$ cat src/rtl/ysyx_22040088_ifu.sv
// Instruction fetch unit: holds the PC, issues one fetch at a time to instruction
// memory, and hands each fetched word with its PC to decode.
//
//  state | meaning
//  ------+-----------------------------------------------------------
//  REQ   | request valid at pc, waiting for memory to accept it
//  WAIT  | one fetch outstanding; drop_q marks it as squashed
//  HOLD  | instruction presented to decode, waiting for out_ready
module ysyx_22040088_ifu #(
    parameter int               XLEN     = 64,
    parameter logic [XLEN-1:0]  RESET_PC = 64'h8000_0000
) (
    input  logic            clk,
    input  logic            rst,
    output logic            imem_req_valid,
    input  logic            imem_req_ready,
    output logic [XLEN-1:0] imem_req_addr,
    input  logic            imem_resp_valid,
    input  logic [31:0]     imem_resp_data,
    input  logic            redirect_valid,
    input  logic [XLEN-1:0] redirect_pc,
    output logic            out_valid,
    input  logic            out_ready,
    output logic [31:0]     out_inst,
    output logic [XLEN-1:0] out_pc
);

    localparam logic [31:0] NOP_INST = 32'h0000_0013;

    typedef enum logic [1:0] {
        REQ  = 2'd0,
        WAIT = 2'd1,
        HOLD = 2'd2
    } state_t;

    state_t          state_q, state_d;
    logic [XLEN-1:0] pc_q, pc_d;
    logic            drop_q, drop_d;
    logic            out_valid_q, out_valid_d;
    logic [31:0]     out_inst_q, out_inst_d;
    logic [XLEN-1:0] out_pc_q, out_pc_d;

    logic [XLEN-1:0] redirect_target;
    logic [XLEN-1:0] pc_next_seq;
    logic [1:0]      unused_redirect_lsb;

    // Redirect targets are word aligned; the low two bits are dropped.
    assign redirect_target     = {redirect_pc[XLEN-1:2], 2'b00};
    assign unused_redirect_lsb = redirect_pc[1:0];
    assign pc_next_seq         = pc_q + {{(XLEN-3){1'b0}}, 3'b100};

    assign imem_req_valid = (state_q == REQ);
    assign imem_req_addr  = pc_q;
    assign out_valid      = out_valid_q;
    assign out_inst       = out_inst_q;
    assign out_pc         = out_pc_q;

    always_comb begin
        state_d     = state_q;
        pc_d        = pc_q;
        drop_d      = drop_q;
        out_valid_d = out_valid_q;
        out_inst_d  = out_inst_q;
        out_pc_d    = out_pc_q;

        unique case (state_q)
            REQ: begin
                if (redirect_valid) begin
                    pc_d = redirect_target;
                    if (imem_req_ready) begin
                        state_d = WAIT;
                        drop_d  = 1'b1;
                    end
                end else if (imem_req_ready) begin
                    state_d = WAIT;
                end
            end
            WAIT: begin
                if (redirect_valid) begin
                    pc_d = redirect_target;
                    if (imem_resp_valid) begin
                        state_d = REQ;
                        drop_d  = 1'b0;
                    end else begin
                        drop_d  = 1'b1;
                    end
                end else if (imem_resp_valid) begin
                    if (drop_q) begin
                        state_d = REQ;
                        drop_d  = 1'b0;
                    end else begin
                        state_d     = HOLD;
                        out_valid_d = 1'b1;
                        out_inst_d  = imem_resp_data;
                        out_pc_d    = pc_q;
                    end
                end
            end
            HOLD: begin
                // A redirect withdraws the held instruction even if decode is ready.
                if (redirect_valid) begin
                    state_d     = REQ;
                    out_valid_d = 1'b0;
                    pc_d        = redirect_target;
                end else if (out_ready) begin
                    state_d     = REQ;
                    out_valid_d = 1'b0;
                    pc_d        = pc_next_seq;
                end
            end
            default: begin
                state_d     = REQ;
                out_valid_d = 1'b0;
                drop_d      = 1'b0;
            end
        endcase
    end

    always_ff @(posedge clk or posedge rst) begin
        if (rst) begin
            state_q     <= REQ;
            pc_q        <= RESET_PC;
            drop_q      <= 1'b0;
            out_valid_q <= 1'b0;
            out_inst_q  <= NOP_INST;
            out_pc_q    <= RESET_PC;
        end else begin
            state_q     <= state_d;
            pc_q        <= pc_d;
            drop_q      <= drop_d;
            out_valid_q <= out_valid_d;
            out_inst_q  <= out_inst_d;
            out_pc_q    <= out_pc_d;
        end
    end

endmodule
$ cat config.mk
export PLATFORM = sky130hd
export DESIGN_NAME = ysyx_22040088_ifu
export DESIGN_NICKNAME = d
export VERILOG_FILES = /design/src/rtl/ysyx_22040088_ifu.sv
export SDC_FILE = /design/constraint.sdc
export NUM_CORES = 1
export LEC_CHECK = 0
export CAP_MARGIN = 25
export CORE_UTILIZATION = 47
export CTS_BUF_LIST = sky130_fd_sc_hd__clkbuf_16
export CTS_CLUSTER_SIZE = 12
export DETAILED_ROUTE_END_ITERATION = 10
export MAX_ROUTING_LAYER = met4
export PLACE_DENSITY = 0.84
export SYNTH_ARGS = -nofsm -noshare
export SYNTH_HDL_FRONTEND = slang
export SYNTH_SLANG_ARGS = --single-unit
$ cat constraint.sdc
create_clock -name clk -period 7.8 [get_ports clk]
set_clock_uncertainty 0.2 [all_clocks]
set_input_delay 1.95 -clock clk [delete_from_list [all_inputs] [get_ports clk]]
set_output_delay 1.95 -clock clk [all_outputs]
set_load 0.1 [all_outputs]
Yosys cells after proc, flatten, opt, wreduce, memory -nomap -nowiden
Index checks and enable logic that the tools add are counted.
Storage, ports and cells
  flip-flop bits (word level): 164
  output and inout port bits: 162
Cells by class
  add/sub/neg operators: 1
  equality and inequality tests: 10
  multiplexer cells: 24
  bitwise gates (word level): 4
  reduce and logical (&&, ||, !) cells: 8
Operators with widths (number)
  2-to-1 mux 64 bit: 3
  one-hot mux 64 bit (2 select lines): 1
  adder 64 x 3 -> 64 bit, second input constant: 1
  2-to-1 mux 2 bit: 7
  2-to-1 mux 1 bit: 10
  AND reduction 4 bit: 2
  inequality test 2 x 1 -> 1 bit, second input constant: 3
  inequality test 2 bit, second input constant: 3
  inequality test 3 bit, second input constant: 2
  one-hot mux 1 bit (3 select lines): 2
  one-hot mux 2 bit (3 select lines): 1
  AND reduction 3 bit: 2
  AND reduction 5 bit: 1
  inverter 1 bit: 4
  equality test 2 x 1 -> 1 bit, second input constant: 1
  equality test 2 bit, second input constant: 1
  logical NOT 2 bit: 1
  nonzero test 2 bit: 1
  OR reduction 2 bit: 1

Longest topological paths before layout
Gate-level depths: netlist (run 1).
  word-level depth: 4
  depth in mapped cells: 8
  gate-level depth less buffers: 6

Worst setup path before layout (run 1)
No wires, ideal clock.
  path type: reg2out
  start point: register state_q[0]
  end point: output port imem_req_valid
  data arrival time: 1.833 ns
  required time: 5.650 ns
  setup slack: 3.817 ns
  stages on the path, launching flop included: 3
  cell sequence: dfrtp_1 -> clkbuf_1 -> nor2_1
On the way
  word-level cells in the longest chain between the ends: 1
RTL lines
  start, declared: line 36  | state_t state_q, state_d;
  start signal, assigned: line 128  | state_q <= state_d;
  logical NOT 2 bit: line 52  | assign imem_req_valid = (state_q == REQ);
  end, declared: line 15  | output logic imem_req_valid,
No other way between the ends.

Final worst setup path (run 1)
Ends and elaborated chain as after synthesis.

==> summary.txt, run 1 <==
Power
  – Int Power: 2.326 mW
  – Pwr/cell area: 482.7 mW/mm²
  – Flop pwr share: 24.8%
  – Combinational cell fraction of total power: 60.8%
  – Leakage power: 4.456 nW
  – Switching Power: 3.129 mW
  – Max VDD drop: 0.3308 mV
  – Clk pwr share: 14.4%
  – Switching Fraction: 57.35%

Synth
  – Post-synthesis cell type count: 69
  – Post-synthesis sequential area ratio: 50.11%
  – #FFs+latches synth: 160
  – EDFF count, synth: 0
  – Ys flop type: dfrtp_1
  – Gate Count Post-Synth: 791
  – Yosys Warn Count: 0
  – Cell area after synthesis: 0.008003 mm²
  – Synth async-reset ratio: 100.0%
  – Mapped Avg Cell Area: 10.12 µm²

Timing
  – Final Hold Vio Count: 0
  – Final setup viols: 0
  – PnR worst setup slack: 3.323 ns
  – Period utilization: 57.40%
  – Max Slew Vio Count: 0
  – Post-Route Setup TNS: 0 ns
  – Worst-Margin Slew: 1.078 ns
  – Slew headroom: 27.94%
  – Crit path time final: 4.477 ns
  – FMAX: 0.2234 GHz
  – RSZ-0062 raised after global routing: no

Clock tree
  – Later-pin clock latency in the skew report: 0.43 ns
  – Worst-path clk slew: 0.06 ns
  – H-tree depth: 4
  – CTS tree: done
  – CTS buffer count: 17
  – Cts hold-fix bufs: 0
  – Clock buffer depth: 2
  – Post-CTS Setup Bufs: 0
  – CTS resizes: 0
  – Sink Count: 160
  – Root Driver: clkbuf_16

Setup path
  – Worst-path fanout max: 11
  – Crit path required time: 5.65 ns
  – Crit start category: flop
  – Register-to-Register Setup Slack: 4.53 ns
  – Crit path arrival time: 2.33 ns
  – Setup crit end kind: output port
  – Critical Path Source: state_q[0]$_DFFE_PP0P_
  – Worst setup path category: flop to output port
  – Worst reg2reg path startpoint: imem_req_addr[7]$_DFFE_PP0P_

Routing
  – DRC viols: 0
  – Initial DRC count: 777
  – TritonRoute pass-1 iters: 6
  – Vias: 7620
  – DRT Wirelength: 24.49 mm
  – Detail Route Antenna Nets: 0
  – Vias per cell: 6.062
  – DR WL/cell: 19.48 µm

GRT
  – GRT Util Overall: 29.06%
  – Vias in the first global route: 7237
  – Largest net degree at the start of global routing: 106
  – First-pass GRT wire length: 38.76 mm
  – GRT overflow: 0
  – Initial antenna violation count: 1

Min path
  – Class of the tightest hold or removal check: flop to flop
  – Min-delay src: out_pc[13]$_DFFE_PP0P_

Placed design
  – Post-DP HPWL: 16.82 mm
  – I/O Buffers: 257
  – DP Worst Slack: 3.075 ns
  – Global placement routability congestion: 0.9560

Die
  – Initial Util: 48.26%
  – Die area: 0.01755 mm²
  – Die Ht: 132.5 µm
  – IO Pins: 264
  – Die W: 132.5 µm
  – Total core area: 0.01658 mm²
  – Site Rows: 47

Final layout
  – Fillers: 1310
  – Layout cell share with drive strength beyond 1: 13.71%
  – Area growth, synth to finish: 41.20%
  – NumNets Final: 1126

Status
  – Outcome: completed

Flow run
  – Max Cap Viol: 0
-- metal layers --
layer / wire length [µm] / vias to the layer above / global-route usage [%]
met4: 418 / 0 / 9.323
met1: 10300 / 3729 / 37.70
met2: 11780 / 423 / 45.23
li1: - / 3423 / -
met5: 0 / - / -
met3: 1980 / 45 / 6.552
-- power groups by stage --
| stage | sequential (mW) | clock (mW) | combinational, mW |
|---|---|---|---|
| floorplan | 3.48 | 0 | 0.403 |
| global placement | 1.34 | 0 | 3.29 |
| detailed placement | 1.37 | 0 | 3.32 |
| CTS | 1.35 | 0.800 | 3.33 |
| global route | 1.39 | 0.836 | 3.39 |
| finish | 1.35 | 0.786 | 3.32 |
-- logic make-up (layout without fill, tap and decap cells) --
group / Yosys count / count (layout) / share of synthesized area [%]
AND/OR/NAND/NOR: 294 / 294 / 19.28
AO/OA/AOI/OAI: 172 / 172 / 13.96
flip-flops: 160 / 160 / 50.11
multiplexers: 92 / 92 / 12.82
buffers and inverters: 71 / 313 / 3.627
adder cells (fa/ha/maj): 1 / 1 / 0.1563
other: 1 / 5 / 0.04686
-- critical path, cell delays in order (launching register included) --
cell             delay, ns
dfrtp_1               0.56
nor2_1                0.20
clkdlybuf4s50_1       1.15
-- synth_stat cells (all sizes together), types with 3 or more instances --
| cell type | n | area share [%] |
|---|---|---|
| a211oi | 5 | 0.47 |
| a21oi | 42 | 2.6 |
| a22oi | 8 | 0.75 |
| a2bb2oi | 11 | 1.2 |
| a31oi | 7 | 0.55 |
| and2 | 7 | 0.55 |
| and3 | 15 | 1.2 |
| and4 | 5 | 0.55 |
| buf | 16 | 1.0 |
| clkbuf | 41 | 1.9 |
| dfrtp | 155 | 48 |
| dfstp | 5 | 1.6 |
| inv | 14 | 0.66 |
| mux2 | 84 | 12 |
| mux2i | 8 | 1.0 |
| nand2 | 73 | 3.4 |
| nand3 | 54 | 3.4 |
| nand3b | 3 | 0.28 |
| nand4 | 29 | 2.5 |
| nor2 | 42 | 2.0 |
| nor3 | 16 | 1.0 |
| nor3b | 3 | 0.28 |
| nor4 | 18 | 1.5 |
| o211ai | 8 | 0.75 |
| o21ai | 39 | 2.4 |
| o22ai | 16 | 1.3 |
| o311ai | 3 | 0.33 |
| o31a | 3 | 0.33 |
| o31ai | 3 | 0.28 |
| or3 | 10 | 0.80 |
| or4 | 10 | 0.98 |
-- state kept, by name, indices dropped and copies added (netlist names) --
register       cells
imem_req_addr     62
out_pc            62
out_inst          32
state_q            2
drop_q             1
out_valid          1
-- per-stage QoR --
step	cell area (µm²)	utilization, %	total power [mW]	hold WS [ns]	cells
finish	11300	68.14	5.455	0.2807	1257
global route	11300	68.14	5.621	0.2990	1257
CTS	11270	67.96	5.478	0.2849	1255
detailed placement	10720	64.64	4.686	0.2711	1223
global placement	10720	64.64	4.638	0.2616	1223
floorplan	8014	-	3.878	0.2973	794
-- worst paths after layout --
path | end | cells after the start
max reg2reg | imem_req_addr[56]$_DFFE_PP0P_ | 5
min reg2reg | out_pc[13]$_DFFE_PP0P_ | 2
max in group asynchronous | out_valid$_DFFE_PP0P_ | 4
min in group asynchronous | imem_req_addr[56]$_DFFE_PP0P_ | 2
max | imem_req_valid | 2
min | out_pc[13]$_DFFE_PP0P_ | 2
-- layout make-up --
cell class	count	area, µm²	share of cell area (%)
Sequential cell	160	4010	35.49
Multi-Input combinational cell	563	3737	33.07
Clock buffer	17	425.4	3.765
Antenna cell	1	2.502	0.02215
Timing Repair Buffer	267	2668	23.61
Inverter	14	57.56	0.5094
Clock inverter	15	123.9	1.096
Tap cell	220	275.3	2.436
-- cells in the final DEF (no fill, tap or decap), types with 9 or more instances in the layout --
cell and n:
clkdlybuf4s50_1 257, dfrtp_1 155, mux2_2 84, nand2_1 72
nand3_1 54, nor2_1 42, a21oi_1 41, o21ai_0 39
nand4_1 28, nor4_1 17, clkbuf_16 17, o22ai_1 16
nor3_1 16, inv_1 15, and3_1 14, a2bb2oi_1 11
or3_1 9, or4_1 9, buf_4 9
No activity file was read; power rests on OpenSTA's default activity.
==> inputs of run 2 (changes only) <==
==> constraint.sdc (replaced) <==
create_clock -name clk -period 4.5 [get_ports clk]
set_clock_uncertainty 0.2 [all_clocks]
set_input_delay 1.125 -clock clk [delete_from_list [all_inputs] [get_ports clk]]
set_output_delay 1.125 -clock clk [all_outputs]
set_load 0.1 [all_outputs]
==> summary.txt, run 2 (synthesized netlist as in run 1, its figures left out) <==
Die
  – Die Ht: 132.5 µm (unchanged)
  – Die W: 132.5 µm (unchanged)
  – Initial Util: 48.26% (unchanged)
  – Die area: 0.01755 mm² (unchanged)
  – Site Rows: 47 (unchanged)
  – Total core area: 0.01658 mm² (unchanged)
  – IO Pins: 264 (unchanged)

Timing
  – Post-Route Setup TNS: 0 ns (unchanged)
  – Slew headroom: 28.48% (was 27.94%)
  – Crit path time final: 3.655 ns
  – Final setup viols: 0 (unchanged)
  – FMAX: 0.2736 GHz
  – RSZ-0062 raised after global routing: no (unchanged)
  – Hold slack: 0.2782 ns (was 0.2807 ns)
  – Final Hold Vio Count: 0 (unchanged)
  – Worst-Margin Slew: 1.069 ns (was 1.078 ns)
  – Max Slew Vio Count: 0 (unchanged)
  – Period utilization: 81.22%

Setup path
  – Worst reg2reg path startpoint: imem_req_addr[2]$_DFFE_PP0P_ (was imem_req_addr[7]$_DFFE_PP0P_)
  – Critical Path Source: state_q[0]$_DFFE_PP0P_ (unchanged)
  – Worst-path fanout max: 11 (unchanged)
  – CP Depth: 2 (unchanged)
  – Worst setup path category: flop to output port (unchanged)
  – Crit start category: flop (unchanged)
  – Crit path required time: 3.17 ns (was 5.65 ns)
  – CP Buf/Inv Count: 1 (unchanged)
  – CP max stage cell: clkdlybuf4s50_1 (unchanged)
  – CP endpoint: imem_req_valid (unchanged)
  – Crit path cell chain: nor2_1 > clkdlybuf4s50_1 (unchanged)
  – Register-to-Register Setup Slack: 1.18 ns (was 4.53 ns)
  – Crit path arrival time: 2.33 ns (about the same)
  – Reg2reg path depth: 6 (was 5)
  – Cell family with most CP delay: buffers and inverters (unchanged)
  – Setup crit end kind: output port (unchanged)
  – FF-to-FF End: imem_req_addr[56]$_DFFE_PP0P_ (unchanged)
  – Max incr delay on CP: 1.15 ns (about the same)

Power
  – Clk pwr share: 16.8% (was 14.4%)
  – Int Power: 4.325 mW (was 2.326 mW)
  – Pwr/cell area: 846.8 mW/mm² (was 482.7 mW/mm²)
  – Switching Power: 5.409 mW (was 3.129 mW)
  – Flop pwr share: 24.0% (was 24.8%)
  – Combinational cell fraction of total power: 59.2% (was 60.8%)
  – Switching Fraction: 55.56% (was 57.35%)
  – Max VDD drop: 0.6578 mV (was 0.3308 mV)
  – Tot Pwr: 9.734 mW (was 5.455 mW)
  – Leakage power: 4.570 nW (was 4.456 nW)

Clock tree
  – Later-pin clock latency in the skew report: 0.43 ns (about the same)
  – CTS resizes: 0 (unchanged)
  – Post-CTS Setup Bufs: 0 (unchanged)
  – Root Driver: clkbuf_16 (unchanged)
  – Clock buffer depth: 2 (unchanged)
  – CTS buffer count: 17 (unchanged)
  – Sink Count: 160 (unchanged)
  – Cts hold-fix bufs: 0 (unchanged)
  – Worst-path clk slew: 0.06 ns (about the same)
  – CTS tree: done (unchanged)
  – H-tree depth: 4 (unchanged)

GRT
  – Initial antenna violation count: 0 (was 1)
  – GRT Util Overall: 29.63% (was 29.06%)
  – Largest net degree at the start of global routing: 91 (was 106)
  – Vias in the first global route: 7502 (was 7237)
  – GRT overflow: 0 (unchanged)
  – First-pass GRT wire length: 39.46 mm (was 38.76 mm)

Status
  – Outcome: completed (unchanged)

Final layout
  – Area growth, synth to finish: 43.64% (was 41.20%)
  – Commonest non-fill, non-tap cell in the layout: clkdlybuf4s50_1 (unchanged)
  – Commonest non-fill, non-tap cells in the layout: clkdlybuf4s50_1 (257), dfrtp_1 (155), mux2_2 (84) (unchanged)
  – Layout cell share with drive strength beyond 1: 14.41% (was 13.71%)
  – Fillers: 1285 (was 1310)
  – Ant. Diodes: 0 (was 1)
  – NumNets Final: 1131 (was 1126)
  – Finished Layout Cells: 1261 (was 1257)

Routing
  – DRT Wirelength: 24.38 mm (was 24.49 mm)
  – Vias: 7496 (was 7620)
  – Top sig layer: met4 (unchanged)
  – DR WL/cell: 19.33 µm (was 19.48 µm)
  – DR WL met2: 12.14 mm (was 11.78 mm)
  – TritonRoute pass-1 iters: 5 (was 6)
  – Vias per cell: 5.944 (was 6.062)
  – DRC viols: 0 (unchanged)
  – WL met1: 9.868 mm (was 10.30 mm)
  – Initial DRC count: 632 (was 777)
  – Detail Route Antenna Nets: 0 (unchanged)
  – Met3 Wirelength: 1.961 mm (was 1.980 mm)

Min path
  – Min-delay src: out_pc[54]$_DFFE_PP0P_ (was out_pc[13]$_DFFE_PP0P_)
  – Class of the tightest hold or removal check: flop to flop (unchanged)

Placed design
  – Placed Cells: 1229 (was 1223)
  – Global placement routability congestion: 0.9666 (was 0.9560)
  – I/O Buffers: 257 (unchanged)
  – Post-DP HPWL: 16.99 mm (was 16.82 mm)

Flow run
  – Max Cap Viol: 0 (unchanged)
## run 2: metal layers
layer / track usage, % / vias up
met5: - / -
met4: 10.22 / 0
met3: 6.054 / 39
met2: 47.92 / 375
met1: 37.02 / 3645
li1: - / 3437
## run 2: how the worst min path moves through the flow
stage | to | slack (ns) | depth (start not counted)
after floorplan | drop_q$_DFFE_PP0P_ | 0.30 | 2
after global placement | out_pc[52]$_DFFE_PP0P_ | 0.26 | 2
after detailed placement | out_pc[54]$_DFFE_PP0P_ | 0.27 | 2
after CTS | out_pc[54]$_DFFE_PP0P_ | 0.28 | 2
after global routing | out_pc[39]$_DFFE_PP0P_ | 0.31 | 1
final | out_pc[54]$_DFFE_PP0P_ | 0.28 | 2
## run 2: worst register-to-register path: cells and delay by family (launching register included)
kind / cells / cell delay [ns]
adders and majority gates: 1 / 0.29
DFF: 1 / 0.47
and+or+nand+nor: 5 / 2.25
## run 2: power by group through the flow
| stage | Clock (mW) | Sequential, mW | Combinational [mW] |
|---|---|---|---|
| 6_report | 1.63 | 2.34 | 5.76 |
| 5_1_grt | 1.71 | 2.42 | 5.89 |
| 4_1_cts | 1.66 | 2.34 | 5.78 |
| 3_5_place_dp | 0 | 2.36 | 5.77 |
| 3_3_place_gp | 0 | 2.33 | 5.73 |
| 2_1_floorplan | 0 | 6.02 | 0.698 |
## run 2: area by class of cell
type                       instances  area, µm²  share of cell area [%]
clock inverter                    15      242.7                   2.112
timing repair buffer             272       2748                   23.90
clock buffer                      17      425.4                   3.701
inverter                          14      56.30                  0.4898
sequential                       160       4010                   34.89
multi-input combinational        563       3737                   32.51
tap                              220      275.3                   2.395
## run 2: metrics by stage
step	util, %	instance area, µm²	setup WS [ns]
finish	69.31	11490	0.8449
floorplan	-	8018	0.8682
global placement	65.29	10830	0.9584
detailed placement	65.29	10830	0.8723
global route	69.31	11490	0.7807
CTS	69.31	11490	0.8424
